**config.mk**
```make
export PLATFORM = sky130hd
export DESIGN_NAME = clk_div_prog_flat
export DESIGN_NICKNAME = d
export VERILOG_FILES = /design/src/rtl/clk_div_prog_if.sv /design/src/rtl/clk_div_prog.sv /design/src/flat_wrapper.sv
export SDC_FILE = /design/constraint.sdc
export NUM_CORES = 1
export LEC_CHECK = 0
export ABC_AREA = 1
export ABC_CLOCK_PERIOD_IN_PS = 2700
export CORE_MARGIN = 2
export CORE_UTILIZATION = 48
export CTS_CLUSTER_SIZE = 24
export DETAILED_ROUTE_END_ITERATION = 8
export GPL_TIMING_DRIVEN = 0
export PLACE_DENSITY_LB_ADDON = 0.08
export SYNTH_ARGS = -nofsm -noshare
export SYNTH_HDL_FRONTEND = slang
export SYNTH_SLANG_ARGS = --single-unit
```
**constraint.sdc**
```tcl
create_clock -name clk -period 2.7 [get_ports clk]
set_input_delay 0.405 -clock clk [delete_from_list [all_inputs] [get_ports clk]]
set_output_delay 0.405 -clock clk [all_outputs]
set_load 0.02 [all_outputs]
```
**src/rtl/clk_div_prog_if.sv**
```systemverilog
// Control/status bundle of the programmable clock divider.
// The master side drives enable and divisor loads; the slave side is the divider.
interface clk_div_prog_if #(
    parameter int WIDTH = 8
);
    logic             en;
    logic [WIDTH-1:0] div_val;
    logic             div_load;
    logic             div_ack;
    logic             clk_out;
    logic             tick;
    logic             err;

    modport master (
        output en, div_val, div_load,
        input  div_ack, clk_out, tick, err
    );

    modport slave (
        input  en, div_val, div_load,
        output div_ack, clk_out, tick, err
    );
endinterface

```
**src/rtl/clk_div_prog.sv**
```systemverilog
// Programmable integer clock divider.
// Produces a registered divided clock (ceil(D/2) high, floor(D/2) low) plus a
// tick strobe at the start of each high phase. A new divisor is queued and only
// takes effect at a period boundary, so periods are never cut short or
// stretched except by en deassertion or rst.
module clk_div_prog #(
    parameter int WIDTH       = 8,
    parameter int DEFAULT_DIV = 2
) (
    input  logic               clk,
    input  logic               rst,
    clk_div_prog_if.slave      bus
);

    localparam int MAX_DIV = (1 << WIDTH) - 1;

    // Reject an unusable reset divisor when the design is elaborated.
    if (DEFAULT_DIV < 2 || DEFAULT_DIV > MAX_DIV) begin : g_bad_default_div
        $error("clk_div_prog: DEFAULT_DIV must be in 2..2^WIDTH-1");
    end

    typedef enum logic {
        ST_STOP,
        ST_RUN
    } state_e;

    state_e           state_q;
    logic [WIDTH-1:0] cnt_q;
    logic [WIDTH-1:0] cur_div_q;
    logic [WIDTH-1:0] pend_div_q;
    logic             pend_valid_q;
    logic             clk_out_q;
    logic             tick_q;
    logic             div_ack_q;
    logic             err_q;

    logic             load_bad;
    logic [WIDTH-1:0] load_div;
    logic [WIDTH-1:0] pend_div_d;
    logic             pend_valid_d;
    logic             at_wrap;
    logic [WIDTH-1:0] cnt_d;
    logic [WIDTH-1:0] high_cnt;
    logic             apply;

    // Divisors below 2 cannot produce a clock; clamp them and flag the error.
    assign load_bad = bus.div_load && (bus.div_val < WIDTH'(2));
    assign load_div = (bus.div_val < WIDTH'(2)) ? WIDTH'(2) : bus.div_val;

    // A load in this cycle bypasses the pending register so it can apply at
    // this very edge; a later load simply overwrites an earlier one.
    assign pend_div_d   = bus.div_load ? load_div : pend_div_q;
    assign pend_valid_d = bus.div_load | pend_valid_q;

    // cnt_q always stays below cur_div_q because the divisor only changes at
    // a wrap or while stopped, so cnt_q + 1 can never overflow WIDTH bits.
    assign at_wrap  = (cnt_q == cur_div_q - WIDTH'(1));
    assign cnt_d    = at_wrap ? '0 : cnt_q + WIDTH'(1);
    assign high_cnt = cur_div_q - (cur_div_q >> 1);

    // Period boundary: any edge while stopped (including the start edge) or
    // the wrap edge of a running period.
    assign apply = pend_valid_d && ((state_q == ST_STOP) || (bus.en && at_wrap));

    // Run/stop FSM with all outputs and divisor bookkeeping registered.
    // NOTE: sequential state uses non-blocking (<=) so every flop samples
    // pre-edge values; blocking here would create order-dependent races.
    always_ff @(posedge clk) begin
        if (rst) begin
            state_q      <= ST_STOP;
            cnt_q        <= '0;
            cur_div_q    <= WIDTH'(DEFAULT_DIV);
            pend_div_q   <= WIDTH'(DEFAULT_DIV);
            pend_valid_q <= 1'b0;
            clk_out_q    <= 1'b0;
            tick_q       <= 1'b0;
            div_ack_q    <= 1'b0;
            err_q        <= 1'b0;
        end else begin
            if (load_bad) begin
                err_q <= 1'b1;
            end

            unique case (state_q)
                ST_STOP: begin
                    if (bus.en) begin
                        state_q   <= ST_RUN;
                        cnt_q     <= '0;
                        clk_out_q <= 1'b1;
                        tick_q    <= 1'b1;
                    end else begin
                        cnt_q     <= '0;
                        clk_out_q <= 1'b0;
                        tick_q    <= 1'b0;
                    end
                end
                ST_RUN: begin
                    if (bus.en) begin
                        cnt_q     <= cnt_d;
                        clk_out_q <= (cnt_d < high_cnt);
                        tick_q    <= (cnt_d == '0);
                    end else begin
                        // Stop is immediate; the running period is truncated.
                        state_q   <= ST_STOP;
                        cnt_q     <= '0;
                        clk_out_q <= 1'b0;
                        tick_q    <= 1'b0;
                    end
                end
                default: begin
                    state_q <= ST_STOP;
                end
            endcase

            if (apply) begin
                cur_div_q    <= pend_div_d;
                pend_valid_q <= 1'b0;
                div_ack_q    <= 1'b1;
            end else begin
                pend_div_q   <= pend_div_d;
                pend_valid_q <= pend_valid_d;
                div_ack_q    <= 1'b0;
            end
        end
    end

    assign bus.clk_out = clk_out_q;
    assign bus.tick    = tick_q;
    assign bus.div_ack = div_ack_q;
    assign bus.err     = err_q;

endmodule

```
**src/flat_wrapper.sv**
```systemverilog
// flat-port wrapper written by rule: the top's interface ports become plain ports
module clk_div_prog_flat 
#(
    parameter int WIDTH       = 8,
    parameter int DEFAULT_DIV = 2
)
  (clk, rst, bus_en, bus_div_val, bus_div_load, bus_div_ack, bus_clk_out, bus_tick, bus_err);
  clk_div_prog_if #(.WIDTH(WIDTH)) bus_i ();
  input  logic clk;
  input  logic rst;
  input wire logic [$bits(bus_i.en)-1:0] bus_en;
  input wire logic [$bits(bus_i.div_val)-1:0] bus_div_val;
  input wire logic [$bits(bus_i.div_load)-1:0] bus_div_load;
  output wire logic [$bits(bus_i.div_ack)-1:0] bus_div_ack;
  output wire logic [$bits(bus_i.clk_out)-1:0] bus_clk_out;
  output wire logic [$bits(bus_i.tick)-1:0] bus_tick;
  output wire logic [$bits(bus_i.err)-1:0] bus_err;
  assign bus_i.en = bus_en;
  assign bus_i.div_val = bus_div_val;
  assign bus_i.div_load = bus_div_load;
  assign bus_div_ack = bus_i.div_ack;
  assign bus_clk_out = bus_i.clk_out;
  assign bus_tick = bus_i.tick;
  assign bus_err = bus_i.err;
  clk_div_prog #(.WIDTH(WIDTH), .DEFAULT_DIV(DEFAULT_DIV)) u_core (.clk(clk), .rst(rst), .bus(bus_i));
endmodule
```
* Word-level counts from Yosys, hierarchy flattened
Index checks and enable logic that the tools add are counted.
** Operators by class
- $lt $le $gt $ge :: 2
- Equal/unequal tests :: 1
- $add $sub $neg :: 3
- Muxes and demuxes :: 11
- Reduce and logical (&&, ||, !) cells :: 6
- Bitwise logic cells :: 2
** Operators by type and width (count)
- $mux W8 :: 4
- $pmux W8 S2 :: 1
- $add A8 B1 Y8 const B :: 1
- $eq A8 B8 Y1 :: 1
- $logic_not A8 Y1 :: 1
- $lt A8 B2 Y1 const B :: 1
- $lt A8 B8 Y1 :: 1
- $sub A8 B1 Y8 const B :: 1
- $sub A8 B7 Y8 :: 1
- $mux W1 :: 4
- $pmux W1 S2 :: 2
- $logic_and A1 B1 Y1 :: 3
- $reduce_or A2 Y1 :: 1
- $logic_or A1 B1 Y1 :: 1
- $not A1 Y1 :: 1
- $or A1 B1 Y1 :: 1
** Word-level totals
- Input bits :: 12
- Register bits after elaboration :: 30
- Word-level logic and storage cells :: 34

* Logic depth before layout (Yosys ltp)
Gate-level depths: netlist of run 1.
- Depth after elaboration :: 6
- Depth in mapped cells :: 21
- Mapped depth without buffers :: 21

* Worst setup path before layout of run 1
No wires, ideal clock.
- Kind :: reg-to-reg
- Start point :: register u_core.cur_div_q[2]
- End point :: register u_core.clk_out_q, in the netlist u_core.bus.clk_out
- Data required time :: 2.630 ns
- Buffers on the path :: 0
- Arrival time :: 2.553 ns
- Path slack :: 0.078 ns
- Setup time :: 0.070 ns
- Cell stages (with the launch flop) :: 16
- Clock period less this slack :: 2.622 ns
- Path through :: dfxtp_1 -> inv_1 -> ha_1 -> o31ai_1 -> a21oi_1 -> o21ai_0 -> a21oi_1 -> nor2_1 -> nor2_1 -> xor2_1 -> ha_1 -> nand2_1 -> nor2_1 -> a211oi_1 -> nand2_1 -> a21oi_1
** On the way
- Longest elaborated chain between the ends :: 6
- Elaborated cells on any way between the ends :: 7
- Classes of those cells :: add/sub: 2; order compare: 1; eq/ne: 1; mux: 3
** Ends and longest elaborated chain
- start, declared :: RTL line clk_div_prog.sv:29 : logic [WIDTH-1:0] cur_div_q;
- start signal, assigned :: RTL line clk_div_prog.sv:72 : cur_div_q <= WIDTH'(DEFAULT_DIV);
- start signal, assigned :: RTL line clk_div_prog.sv:116 : cur_div_q <= pend_div_d;
- $sub A8 B1 Y8 :: RTL line clk_div_prog.sv:57 : assign at_wrap = (cnt_q == cur_div_q - WIDTH'(1));
- $eq A8 B8 Y1 :: RTL line clk_div_prog.sv:57
- $mux W8 :: RTL line clk_div_prog.sv:58 : assign cnt_d = at_wrap ? '0 : cnt_q + WIDTH'(1);
- $lt A8 B8 Y1 * :: RTL line clk_div_prog.sv:100 : clk_out_q <= (cnt_d < high_cnt);
- $mux W1 * :: RTL line clk_div_prog.sv:98 : if (bus.en) begin
- $pmux W1 S2 * :: RTL line clk_div_prog.sv:84 : unique case (state_q)
- end signal, assigned :: RTL line clk_div_prog.sv:100
- end, declared :: RTL line clk_div_prog.sv:32 : logic clk_out_q;
Mark *: on every way between the ends. The rest lies on a longest branch, timed or not.
A chain may end at the register's enable or synchronous reset.

* Worst setup path in the final report of run 1
Ends and elaborated chain as after synthesis.

==> results of run 1 <==
## cell families after synthesis
logic type	after synthesis	synth area share
fa+ha+maj	24	0.1555
mux	1	0.005057
simple gates	123	0.2611
buf+inv	51	0.1024
flops	30	0.3034
compound gates	39	0.1195
xor+xnor	12	0.05310
## worst reg2reg max path, stage by stage (launching register included)
cell	delay, ns
sky130_fd_sc_hd__dfxtp_2	0.37
sky130_fd_sc_hd__inv_4	0.06
sky130_fd_sc_hd__buf_12	0.13
sky130_fd_sc_hd__ha_1	0.30
sky130_fd_sc_hd__o31ai_4	0.22
sky130_fd_sc_hd__a21oi_2	0.10
sky130_fd_sc_hd__o21ai_2	0.16
sky130_fd_sc_hd__a21oi_1	0.09
sky130_fd_sc_hd__nor2_1	0.11
sky130_fd_sc_hd__nor2_1	0.06
sky130_fd_sc_hd__xor2_1	0.16
sky130_fd_sc_hd__ha_1	0.32
sky130_fd_sc_hd__nand2_2	0.07
sky130_fd_sc_hd__nor2_1	0.04
sky130_fd_sc_hd__a211oi_1	0.20
sky130_fd_sc_hd__nand2_1	0.07
sky130_fd_sc_hd__a21oi_1	0.13
## flip-flops by register name, summed over array words and instances, names as in the netlist
| register | cells |
|---|---|
| u_core.bus.clk_out | 1 |
| u_core.bus.div_ack | 1 |
| u_core.bus.err | 1 |
| u_core.bus.tick | 1 |
| u_core.cnt_q | 8 |
| u_core.cur_div_q | 8 |
| u_core.pend_div_q | 8 |
| u_core.pend_valid_q | 1 |
| u_core.state_q | 1 |
## final cells by class
cell class	instances	area share
inverter	48	0.07876
clock buffer	5	0.02850
timing repair buffer	22	0.08912
tap	50	0.02591
multi-input combinational	199	0.5124
buffer	3	0.009326
clock inverter	2	0.004145
sequential	30	0.2518
## cell usage after synthesis
cell type	n
sky130_fd_sc_hd__inv_2	3
sky130_fd_sc_hd__nor2_2	1
sky130_fd_sc_hd__o21ai_0	9
sky130_fd_sc_hd__buf_4	1
sky130_fd_sc_hd__mux2i_1	1
sky130_fd_sc_hd__nand3_1	10
sky130_fd_sc_hd__a22oi_1	1
sky130_fd_sc_hd__clkbuf_1	1
sky130_fd_sc_hd__ha_1	23
sky130_fd_sc_hd__nand2_1	71
sky130_fd_sc_hd__nor3_1	6
sky130_fd_sc_hd__nor2_1	24
sky130_fd_sc_hd__nand2_2	3
sky130_fd_sc_hd__nor2_4	1
sky130_fd_sc_hd__a211oi_1	1
sky130_fd_sc_hd__or2_2	4
sky130_fd_sc_hd__xnor2_1	1
sky130_fd_sc_hd__o22ai_2	2
sky130_fd_sc_hd__nor4_1	2
sky130_fd_sc_hd__inv_1	45
sky130_fd_sc_hd__dfxtp_1	30
sky130_fd_sc_hd__o21ai_2	1
sky130_fd_sc_hd__a21oi_1	13
sky130_fd_sc_hd__o22ai_1	10
sky130_fd_sc_hd__buf_6	1
sky130_fd_sc_hd__xor2_1	11
sky130_fd_sc_hd__o31ai_1	1
sky130_fd_sc_hd__nand4_1	1
sky130_fd_sc_hd__fa_1	1
sky130_fd_sc_hd__a21o_1	1
## where the power goes
group          switching (mW)  internal (mW)
logic                   0.213          0.179
registers              0.0160          0.467
clock network           0.165          0.172
## layer usage
layer | GRT usage | vias up | wire [um]
met2 | 0.3374 | 27 | 1957
li1 | - | 953 | -
met1 | 0.2249 | 786 | 1867
met5 | 0 | - | 0
met4 | 0.07750 | 0 | 79
met3 | 0.03947 | 10 | 122
## path summary, 6_finish.rpt
path                                             to  depth (start not counted)  slack [ns]
hold reg to reg   u_core.pend_div_q[5]$_SDFFE_PP0N_                          2        0.47
setup / recovery      u_core.bus.clk_out$_SDFF_PP0_                         16        0.04
setup reg to reg      u_core.bus.clk_out$_SDFF_PP0_                         16        0.04
hold / removal    u_core.pend_div_q[5]$_SDFFE_PP0N_                          2        0.47
## metrics by stage
stage	instances	setup slack [ns]
3_5_place_dp	345	-0.2912
6_report	359	0.04312
4_1_cts	352	0.01937
5_1_grt	359	-0.1336
3_3_place_gp	345	-0.2614
2_1_floorplan	280	0.07766
## timing repair
action                                  4_1_cts  5_1_grt
endpoints found under the setup margin        1        1
pin swaps                                     0       14
buffers inserted                              0        7
resized for setup                            10       17
==> PnR_summary.wiki, run 1 <==
{| class="wikitable"
! Metric !! Value
|-
| Status || complete, no violations
|-
| Die boundary width || 68.22 um
|-
| Ratio of total power to cell area || 502.0 nW/um^2
|-
| Most common cell after layout, fill and taps aside || sky130_fd_sc_hd__nand2_1
|-
| Count of state elements after synthesis || 30
|-
| Leakage power figure || 1.169 nW
|-
| Total global-route track usage || 0.1915
|-
| Quantity of I/O buffers inserted on ports || 15
|-
| Headroom to the max-slew limit || 0.6998
|-
| Final number of hold-violating endpoints || 0
|-
| Vias per cell || 4.947
|-
| Router iterations before antenna repair || 4
|-
| Count of maximum capacitance violations || 0
|-
| RR Startpoint || u_core.cur_div_q[2]$_SDFFE_PP0P_
|-
| Die outline height || 68.22 um
|-
| Number of warnings reported in the yosys synthesis log || 0
|-
| Launching instance or port of the critical path || u_core.cur_div_q[2]$_SDFFE_PP0P_
|-
| Fin area || 2415 um^2
|-
| Area of combinational cells with multiple inputs || 1237 um^2
|-
| Final Net Count || 345
|-
| Buf/Inv on CP || 2
|-
| Critical Path RT || 2.92 ns
|-
| First-pass GRT wire length || 6561 um
|-
| Vias || 1776
|-
| Sequential-to-total area share from yosys stat || 0.3034
|-
| WL/cell || 11.21 um
|-
| Clock slew at the register clock pins of the worst setup and hold paths || 0.06 ns
|-
| Vias in the first global route || 1524
|-
| Area overhead of the layout relative to synthesis || 22.00%
|-
| Min Clock Period, post-route || 2.657 ns
|-
| Number of levels the H-tree was split into || 2
|-
| Mean cell area of the mapped netlist || 7.069 um^2
|-
| Number of primary I/O pins || 16
|-
| Violation count after the first detailed-route iteration || 42
|-
| Timing-limited maximum frequency || 0.3764 GHz
|-
| Pin count of the biggest net entering global routing || 11
|-
| Maximum buffer depth of the clock tree || 2
|-
| Number of antenna violations at the first check in global routing || 0
|-
| Layout cells sized above 1 || 0.1618
|-
| Post-synthesis instance total || 280
|-
| List of cells traversed by the critical path || inv_4, buf_12, ha_1, o31ai_4, a21oi_2, o21ai_2, a21oi_1, nor2_1, nor2_1, xor2_1, ha_1, nand2_2, nor2_1, a211oi_1, nand2_1, a21oi_1
|-
| PnR Total Power || 1.212 mW
|-
| Syn Std Cell Area || 1979 um^2
|-
| Setup Total Neg Slack || 0 ns
|-
| Leading post-synthesis cells by cell area || sky130_fd_sc_hd__dfxtp_1 30%, sky130_fd_sc_hd__ha_1 15%, sky130_fd_sc_hd__nand2_1 13%
|-
| Post-detail-place hpwl || 3173 um
|-
| Clock tree from TritonCTS || yes
|-
| Slew at the pin closest to its max-slew limit || 0.4461 ns
|-
| Cts bufs inserted || 5
|-
| Master cell of the clock root buffer || sky130_fd_sc_hd__clkbuf_8
|-
| Final Cycle Share || 0.9840
|-
| Last weighted congestion value of the routability-driven placer || 0.7955
|-
| Cell type with the largest total area after synthesis || sky130_fd_sc_hd__dfxtp_1
|-
| Max-slew violation total from the final report || 0
|-
| Worst Path Class, Setup || reg -> reg
|-
| Signal arrival time at the worst endpoint || 2.88 ns
|-
| Nature of the critical path startpoint || flip-flop
|-
| Worst IR drop on VDD || 0.0003416 V
|-
| Area of the core || 3971 um^2
|-
| Total gr overflow || 0
|-
| CTS Hold Bufs || 0
|-
| Final-layout fill cell count || 373
|-
| Seq. cell area || 608.1 um^2
|-
| Leading cell types in the layout, fill and taps excluded || 70 x sky130_fd_sc_hd__nand2_1, 40 x sky130_fd_sc_hd__inv_1, 26 x sky130_fd_sc_hd__dfxtp_1
|-
| CP max FO || 6
|-
| Final Core Density || 0.6081
|-
| Initial standard-cell utilization of the core || 0.4984
|-
| CP endpoint kind || flip-flop
|-
| Worst-skew pair later-pin latency || 0.28 ns
|-
| Remaining design rule violation count || 0
|-
| Area share of the largest cell type after synthesis || 0.3034
|-
| Total number of placement rows || 23
|-
| Crit path max-delay cell type || sky130_fd_sc_hd__dfxtp_2
|-
| Dpl cell area || 2192 um^2
|-
| CTS sink count || 30
|-
| Start point of the worst hold path || u_core.pend_div_q[5]$_SDFFE_PP0N_
|-
| Setup repair after global routing missed its margin || yes
|-
| Total nets after synthesis || 316
|-
| Sum of routed wire length over all layers || 4026 um
|-
| Clock skew after layout || 0.006078 ns
|-
| Number of nets still failing antenna checks after routing || 0
|-
| Delay of the slowest cell on the worst path || 0.37 ns
|-
| Cell occurring most often along the worst timing path || sky130_fd_sc_hd__nor2_1
|-
| Die footprint || 4653 um^2
|-
| Hold Path Class || reg -> reg
|-
| Number of endpoints failing setup at the final stage || 0
|-
| Antenna diode count || 0
|-
| Delay-heaviest family, CP || compound AO/OA/AOI/OAI gates
|-
| Final hold slack || 0.4695 ns
|-
| Number of different library cells in the post-synthesis netlist || 30
|}
(Power assumes the default switching activity.)
==> run 2: changes to the inputs <==
--- a/config.mk
+++ b/config.mk
@@ -6,9 +6,8 @@
 export NUM_CORES = 1
 export LEC_CHECK = 0
 export ABC_AREA = 1
-export ABC_CLOCK_PERIOD_IN_PS = 2700
 export CORE_MARGIN = 2
-export CORE_UTILIZATION = 48
+export CORE_UTILIZATION = 52
 export CTS_CLUSTER_SIZE = 24
 export DETAILED_ROUTE_END_ITERATION = 8
 export GPL_TIMING_DRIVEN = 0
==> PnR_summary.wiki, run 2 (synthesized netlist as in run 1, its figures left out) <==
{| class="wikitable"
! Metric !! Value
|-
| Hold Path Class || reg -> reg
|-
| Leading registers by flop count || u_core.cnt_q x8, u_core.cur_div_q x8, u_core.pend_div_q x8
|-
| WL/cell || 11.61 um
|-
| First-pass GRT wire length || 7100 um
|-
| Die boundary width || 65.70 um
|-
| Area of the core || 3661 um^2
|-
| Cts bufs inserted || 5
|-
| Nature of the critical path startpoint || flip-flop
|-
| Initial standard-cell utilization of the core || 0.5407
|-
| Fraction of power spent switching nets || 0.2874
|-
| Timing-limited maximum frequency || 0.3826 GHz
|-
| Layout cells sized above 1 || 0.1661
|-
| Max-slew violation total from the final report || 0
|-
| Number of levels the H-tree was split into || 2
|-
| Leading cell types in the layout, fill and taps excluded || 71 x sky130_fd_sc_hd__nand2_1, 38 x sky130_fd_sc_hd__inv_1, 26 x sky130_fd_sc_hd__dfxtp_1
|-
| Signal arrival time at the worst endpoint || 2.84 ns
|-
| Number of primary I/O pins || 16
|-
| Remaining design rule violation count || 0
|-
| Register-to-Register Setup Slack || 0.09 ns
|-
| Worst Path Class, Setup || reg -> reg
|-
| CTS sink count || 30
|-
| Worst IR drop on VDD || 0.0004214 V
|-
| Pre-CTS setup slack || -0.2430 ns
|-
| Slew at the pin closest to its max-slew limit || 0.5036 ns
|-
| Switching power of the nets || 0.4146 mW
|-
| Vias || 1760
|-
| Area overhead of the layout relative to synthesis || 24.34%
|-
| Final Net Count || 342
|-
| Fin area || 2461 um^2
|-
| Ratio of total power to cell area || 586.2 nW/um^2
|-
| Share of total power in sequential cells || 0.334
|-
| Antenna diode count || 0
|-
| Post-detail-place hpwl || 3134 um
|-
| Clock tree from TritonCTS || yes
|-
| Clock skew after layout || 0.006437 ns
|-
| Comb power frac || 0.263
|-
| Violation count after the first detailed-route iteration || 73
|-
| Die footprint || 4316 um^2
|-
| Instance count along the most critical hold path || 2
|-
| Destination of the worst hold path || u_core.pend_div_q[0]$_SDFFE_PP0N_
|-
| Clock slew at the register clock pins of the worst setup and hold paths || 0.07 ns
|-
| Headroom to the max-slew limit || 0.6611
|-
| Number of nets still failing antenna checks after routing || 0
|-
| Router iterations before antenna repair || 4
|-
| Number of antenna violations at the first check in global routing || 0
|-
| Clock group share of total power || 0.403
|-
| Sum of routed wire length over all layers || 4121 um
|-
| Last weighted congestion value of the routability-driven placer || 0.8408
|-
| Leakage power figure || 1.177 nW
|-
| Vias per cell || 4.958
|-
| Maximum buffer depth of the clock tree || 2
|-
| Most common cell after layout, fill and taps aside || sky130_fd_sc_hd__nand2_1
|-
| Capturing point of the worst reg2reg path || u_core.bus.clk_out$_SDFF_PP0_
|-
| Die outline height || 65.70 um
|-
| Worst-case reg-to-reg path depth || 17
|-
| CTS Hold Bufs || 0
|-
| Total number of placement rows || 22
|-
| Post-route worst setup slack || 0.08645 ns
|-
| Total gr overflow || 0
|-
| Number of endpoints failing setup at the final stage || 0
|-
| Pin count of the biggest net entering global routing || 11
|-
| Dpl cell area || 2190 um^2
|-
| CP max FO || 5
|-
| Final Cycle Share || 0.9680
|-
| CP endpoint kind || flip-flop
|-
| Min Clock Period, post-route || 2.614 ns
|-
| Critical Path RT || 2.93 ns
|-
| Design internal power || 1.028 mW
|-
| Worst-skew pair later-pin latency || 0.30 ns
|-
| Count of maximum capacitance violations || 0
|-
| RR Startpoint || u_core.cur_div_q[3]$_SDFFE_PP0P_
|-
| Quantity of I/O buffers inserted on ports || 15
|-
| Master cell of the clock root buffer || sky130_fd_sc_hd__clkbuf_8
|-
| Vias in the first global route || 1704
|-
| Final number of hold-violating endpoints || 0
|-
| Total global-route track usage || 0.2209
|-
| Status || complete, no violations
|-
| Setup repair after global routing missed its margin || yes
|-
| Start point of the worst hold path || u_core.pend_div_q[0]$_SDFFE_PP0N_
|}
run 2: changes by cell type in the layout (fill, tap and decap cells not counted), sizes merged:
cell / change
bufinv: +2
clkinv: -2
buf: -3
clkbuf: +1
run 2: stage by stage:
step	TNS (ns)	util	hold WS, ns	cells	power [mW]
6_report	0	0.6722	0.4678	355	1.443
5_1_grt	-0.05183	0.6722	0.4935	355	1.530
4_1_cts	0	0.6418	0.4711	351	1.397
3_5_place_dp	-0.2430	0.5981	0.4555	343	0.8099
3_3_place_gp	-0.2351	0.5981	0.4444	343	0.8031
2_1_floorplan	0	-	0.4276	280	0.7293
run 2: routing by layer:
layer,vias to the layer above,track usage,share of wire
li1,948,-,-
met1,775,0.2449,0.44
met2,31,0.3914,0.50
met3,6,0.07192,0.044
met4,0,0.07813,0.016
met5,-,0,0
run 2: how the worst max path moves through the flow:
| stage | from | to | slack (ns) | cells after the start |
|---|---|---|---|---|
| 6_report | u_core.cur_div_q[3]$_SDFFE_PP0P_ | u_core.bus.clk_out$_SDFF_PP0_ | 0.09 | 17 |
| 3_5_place_dp | u_core.cur_div_q[2]$_SDFFE_PP0P_ | u_core.bus.clk_out$_SDFF_PP0_ | -0.24 | 15 |
| 2_1_floorplan | u_core.cur_div_q[2]$_SDFFE_PP0P_ | u_core.bus.clk_out$_SDFF_PP0_ | 0.08 | 15 |
| 3_3_place_gp | u_core.cur_div_q[2]$_SDFFE_PP0P_ | u_core.bus.clk_out$_SDFF_PP0_ | -0.24 | 15 |
| 4_1_cts | u_core.cur_div_q[1]$_SDFFE_PP1P_ | u_core.bus.clk_out$_SDFF_PP0_ | 0.006 | 15 |
| 5_1_grt | u_core.cur_div_q[3]$_SDFFE_PP0P_ | u_core.bus.clk_out$_SDFF_PP0_ | -0.05 | 17 |
run 2: timing repair:
| item | in CTS | in global routing |
|---|---|---|
| buffers inserted | 0 | 4 |
| setup endpoints to repair | 1 | 1 |
| pin swaps | 0 | 9 |
| gates resized for setup | 6 | 27 |
| hold endpoints to repair | 0 | 0 |
run 2: layout make-up:
class / instances / area, um^2
Clock inverter: 2 / 60.06
Sequential cell: 30 / 613.1
Fill cell: 335 / 1200
Timing Repair Buffer: 19 / 180.2
Tap cell: 48 / 60.06
Clock buffer: 6 / 82.58
Buffer: 3 / 22.52
Inverter: 48 / 192.7
Multi-Input combinational cell: 199 / 1250
run 2: worst max-delay path, stage by stage (launching register included):
cell,delay [ns]
sky130_fd_sc_hd__dfxtp_4,0.37
sky130_fd_sc_hd__inv_4,0.06
sky130_fd_sc_hd__ha_4,0.30
sky130_fd_sc_hd__inv_4,0.05
sky130_fd_sc_hd__a21oi_4,0.18
sky130_fd_sc_hd__o31ai_4,0.11
sky130_fd_sc_hd__a21oi_2,0.18
sky130_fd_sc_hd__o21ai_2,0.09
sky130_fd_sc_hd__a21oi_2,0.11
sky130_fd_sc_hd__nor2_1,0.05
sky130_fd_sc_hd__nor2_1,0.12
sky130_fd_sc_hd__xor2_1,0.16
sky130_fd_sc_hd__ha_1,0.26
sky130_fd_sc_hd__nand2_1,0.08
sky130_fd_sc_hd__nor2_1,0.05
sky130_fd_sc_hd__a211oi_1,0.21
sky130_fd_sc_hd__nand2_1,0.08
sky130_fd_sc_hd__a21oi_1,0.11
run 2: power by group through the flow:
| stage | registers, mW | clock network [mW] | logic (mW) |
|---|---|---|---|
| floorplan | 0.491 | 0 | 0.239 |
| global placement | 0.490 | 0 | 0.313 |
| detailed placement | 0.491 | 0 | 0.319 |
| CTS | 0.481 | 0.587 | 0.329 |
| global route | 0.485 | 0.609 | 0.436 |
| finish | 0.482 | 0.581 | 0.380 |
==> run 3: changes to the inputs <==
--- a/config.mk
+++ b/config.mk
@@ -6,6 +6,7 @@
 export NUM_CORES = 1
 export LEC_CHECK = 0
 export ABC_AREA = 1
+export CORE_ASPECT_RATIO = 1.75
 export CORE_MARGIN = 2
 export CORE_UTILIZATION = 52
 export CTS_CLUSTER_SIZE = 24
==> PnR_summary.wiki, run 3 (synthesized netlist as in run 1, its figures left out) <==
{| class="wikitable"
! Metric !! Value
|-
| Status || complete, no violations
|-
| Post-detail-place hpwl || 3503 um
|-
| Ratio of total power to cell area || 511.0 nW/um^2
|-
| Die boundary width || 50.64 um
|-
| Instance count along the most critical hold path || 2
|-
| Comb power frac || 0.324
|-
| Area of combinational cells with multiple inputs || 1266 um^2
|-
| Number of endpoints failing setup at the final stage || 0
|-
| Total global-route track usage || 0.2250
|-
| Switching power of the nets || 0.4175 mW
|-
| Total number of placement rows || 29
|-
| Router iterations before antenna repair || 4
|-
| Worst-skew pair later-pin latency || 0.28 ns
|-
| Pre-CTS setup slack || -0.3011 ns
|-
| Final number of hold-violating endpoints || 0
|-
| First-pass GRT wire length || 7376 um
|-
| Remaining design rule violation count || 0
|-
| Cts bufs inserted || 5
|-
| Clock group share of total power || 0.297
|-
| Clock slew at the register clock pins of the worst setup and hold paths || 0.07 ns
|-
| Critical Path RT || 2.92 ns
|-
| Number of antenna violations at the first check in global routing || 0
|-
| Violation count after the first detailed-route iteration || 61
|-
| Crit path max-delay cell type || sky130_fd_sc_hd__dfxtp_4
|-
| Timing-limited maximum frequency || 0.3790 GHz
|-
| Seq. cell area || 613.1 um^2
|-
| Vias per cell || 5.152
|-
| Setup repair after global routing missed its margin || yes
|-
| Vias in the first global route || 1733
|-
| Total gr overflow || 0
|-
| Area of the core || 3628 um^2
|-
| CP endpoint kind || flip-flop
|-
| Layout cells sized above 1 || 0.1968
|-
| CTS Hold Bufs || 0
|-
| Max-slew violation total from the final report || 0
|-
| Min Clock Period, post-route || 2.639 ns
|-
| Headroom to the max-slew limit || 0.5639
|-
| Clock tree from TritonCTS || yes
|-
| Clock skew after layout || 0.005821 ns
|-
| Number of levels the H-tree was split into || 2
|-
| Final-layout fill cell count || 314
|-
| PnR Total Power || 1.275 mW
|-
| Die outline height || 85.62 um
|-
| Master cell of the clock root buffer || sky130_fd_sc_hd__clkbuf_8
|-
| Hold Path Class || reg -> reg
|-
| Signal arrival time at the worst endpoint || 2.86 ns
|-
| Leading cell types in the layout, fill and taps excluded || 70 x sky130_fd_sc_hd__nand2_1, 39 x sky130_fd_sc_hd__inv_1, 26 x sky130_fd_sc_hd__dfxtp_1
|-
| Most common cell after layout, fill and taps aside || sky130_fd_sc_hd__nand2_1
|-
| Nature of the critical path startpoint || flip-flop
|-
| Share of total power in sequential cells || 0.379
|-
| WL/cell || 12.62 um
|-
| List of cells traversed by the critical path || inv_6, ha_4, inv_4, a21oi_4, o31ai_4, a21oi_2, o21ai_2, buf_4, buf_4, xor2_1, ha_1, a21oi_1, nor2_2, a211oi_2, nand2_1, a21oi_2
|-
| Maximum buffer depth of the clock tree || 2
|-
| CP max FO || 5
|-
| Worst-case reg-to-reg path depth || 16
|-
| Worst Path Class, Setup || reg -> reg
|-
| Post-route worst setup slack || 0.06134 ns
|-
| Leading registers by flop count || u_core.cnt_q x8, u_core.cur_div_q x8, u_core.pend_div_q x8
|-
| Delay of the slowest cell on the worst path || 0.38 ns
|-
| Worst IR drop on VDD || 0.0004684 V
|-
| Number of primary I/O pins || 16
|-
| CTS sink count || 30
|-
| Pin count of the biggest net entering global routing || 11
|-
| Area overhead of the layout relative to synthesis || 26.04%
|-
| Initial standard-cell utilization of the core || 0.5455
|-
| Fin area || 2495 um^2
|-
| Die footprint || 4336 um^2
|-
| Antenna diode count || 0
|-
| Last weighted congestion value of the routability-driven placer || 0.8460
|-
| Quantity of I/O buffers inserted on ports || 15
|-
| Final Core Density || 0.6876
|-
| Sum of routed wire length over all layers || 4556 um
|-
| Final Cycle Share || 0.9773
|-
| Count of maximum capacitance violations || 0
|-
| Number of nets still failing antenna checks after routing || 0
|-
| Leakage power figure || 1.188 nW
|-
| Vias || 1860
|-
| Slew at the pin closest to its max-slew limit || 0.6482 ns
|-
| Final Net Count || 350
|-
| Dpl cell area || 2187 um^2
|-
| Fraction of power spent switching nets || 0.3274
|-
| Design internal power || 0.8575 mW
|}
run 3: final cells by class:
type,instances,area share
Buffer,3,0.009027
Clock buffer,6,0.03310
Clock inverter,2,0.005015
Inverter,48,0.08024
Multi-Input combinational cell,199,0.5075
Sequential cell,30,0.2457
Tap cell,46,0.02307
Timing Repair Buffer,27,0.09629
run 3: critical path: cells and delay by family, from the launching register on:
family                   cells  cell delay, ns
XOR/XNOR                     1            0.14
AO/OA/AOI/OAI                7            0.97
buffers and inverters        4            0.35
adder cells (fa/ha/maj)      2            0.59
AND/OR/NAND/NOR              2            0.15
flip-flops                   1            0.38
run 3: stage by stage:
step | cells | setup TNS, ns | hold slack, ns
detailed placement | 341 | -0.3011 | 0.4499
floorplan | 280 | 0 | 0.4276
finish | 361 | 0 | 0.4654
CTS | 350 | 0 | 0.4652
global placement | 341 | -0.2728 | 0.4422
global route | 361 | -0.1210 | 0.4886
run 3: power groups by stage:
stage	Clock [mW]	Combinational (mW)	Sequential, mW
floorplan	0	0.239	0.491
global placement	0	0.318	0.489
detailed placement	0	0.325	0.491
CTS	0.388	0.340	0.482
global route	0.407	0.464	0.486
finish	0.379	0.413	0.483
run 3: final timing paths:
kind                                                         from                                end  slack, ns
worst max-delay path             u_core.cur_div_q[3]$_SDFFE_PP0P_      u_core.bus.clk_out$_SDFF_PP0_       0.06
worst min-delay path            u_core.pend_div_q[0]$_SDFFE_PP0N_  u_core.pend_div_q[0]$_SDFFE_PP0N_       0.47
worst max register to register   u_core.cur_div_q[3]$_SDFFE_PP0P_      u_core.bus.clk_out$_SDFF_PP0_       0.06
worst min register to register  u_core.pend_div_q[0]$_SDFFE_PP0N_  u_core.pend_div_q[0]$_SDFFE_PP0N_       0.47
run 3: what timing repair did:
item / 4_1_cts / 5_1_grt
buffers inserted: 1 / 11
endpoints found under the setup margin: 1 / 1
resized for setup: 8 / 32
pin swaps: 1 / 14
run 3: routing by layer:
metal | share of wire | global-route usage | vias up
met5 | 0 | 0 | -
met4 | 0.030 | 0.1155 | 0
met3 | 0.033 | 0.03659 | 11
met2 | 0.58 | 0.4294 | 40
met1 | 0.36 | 0.2243 | 846
li1 | - | - | 963
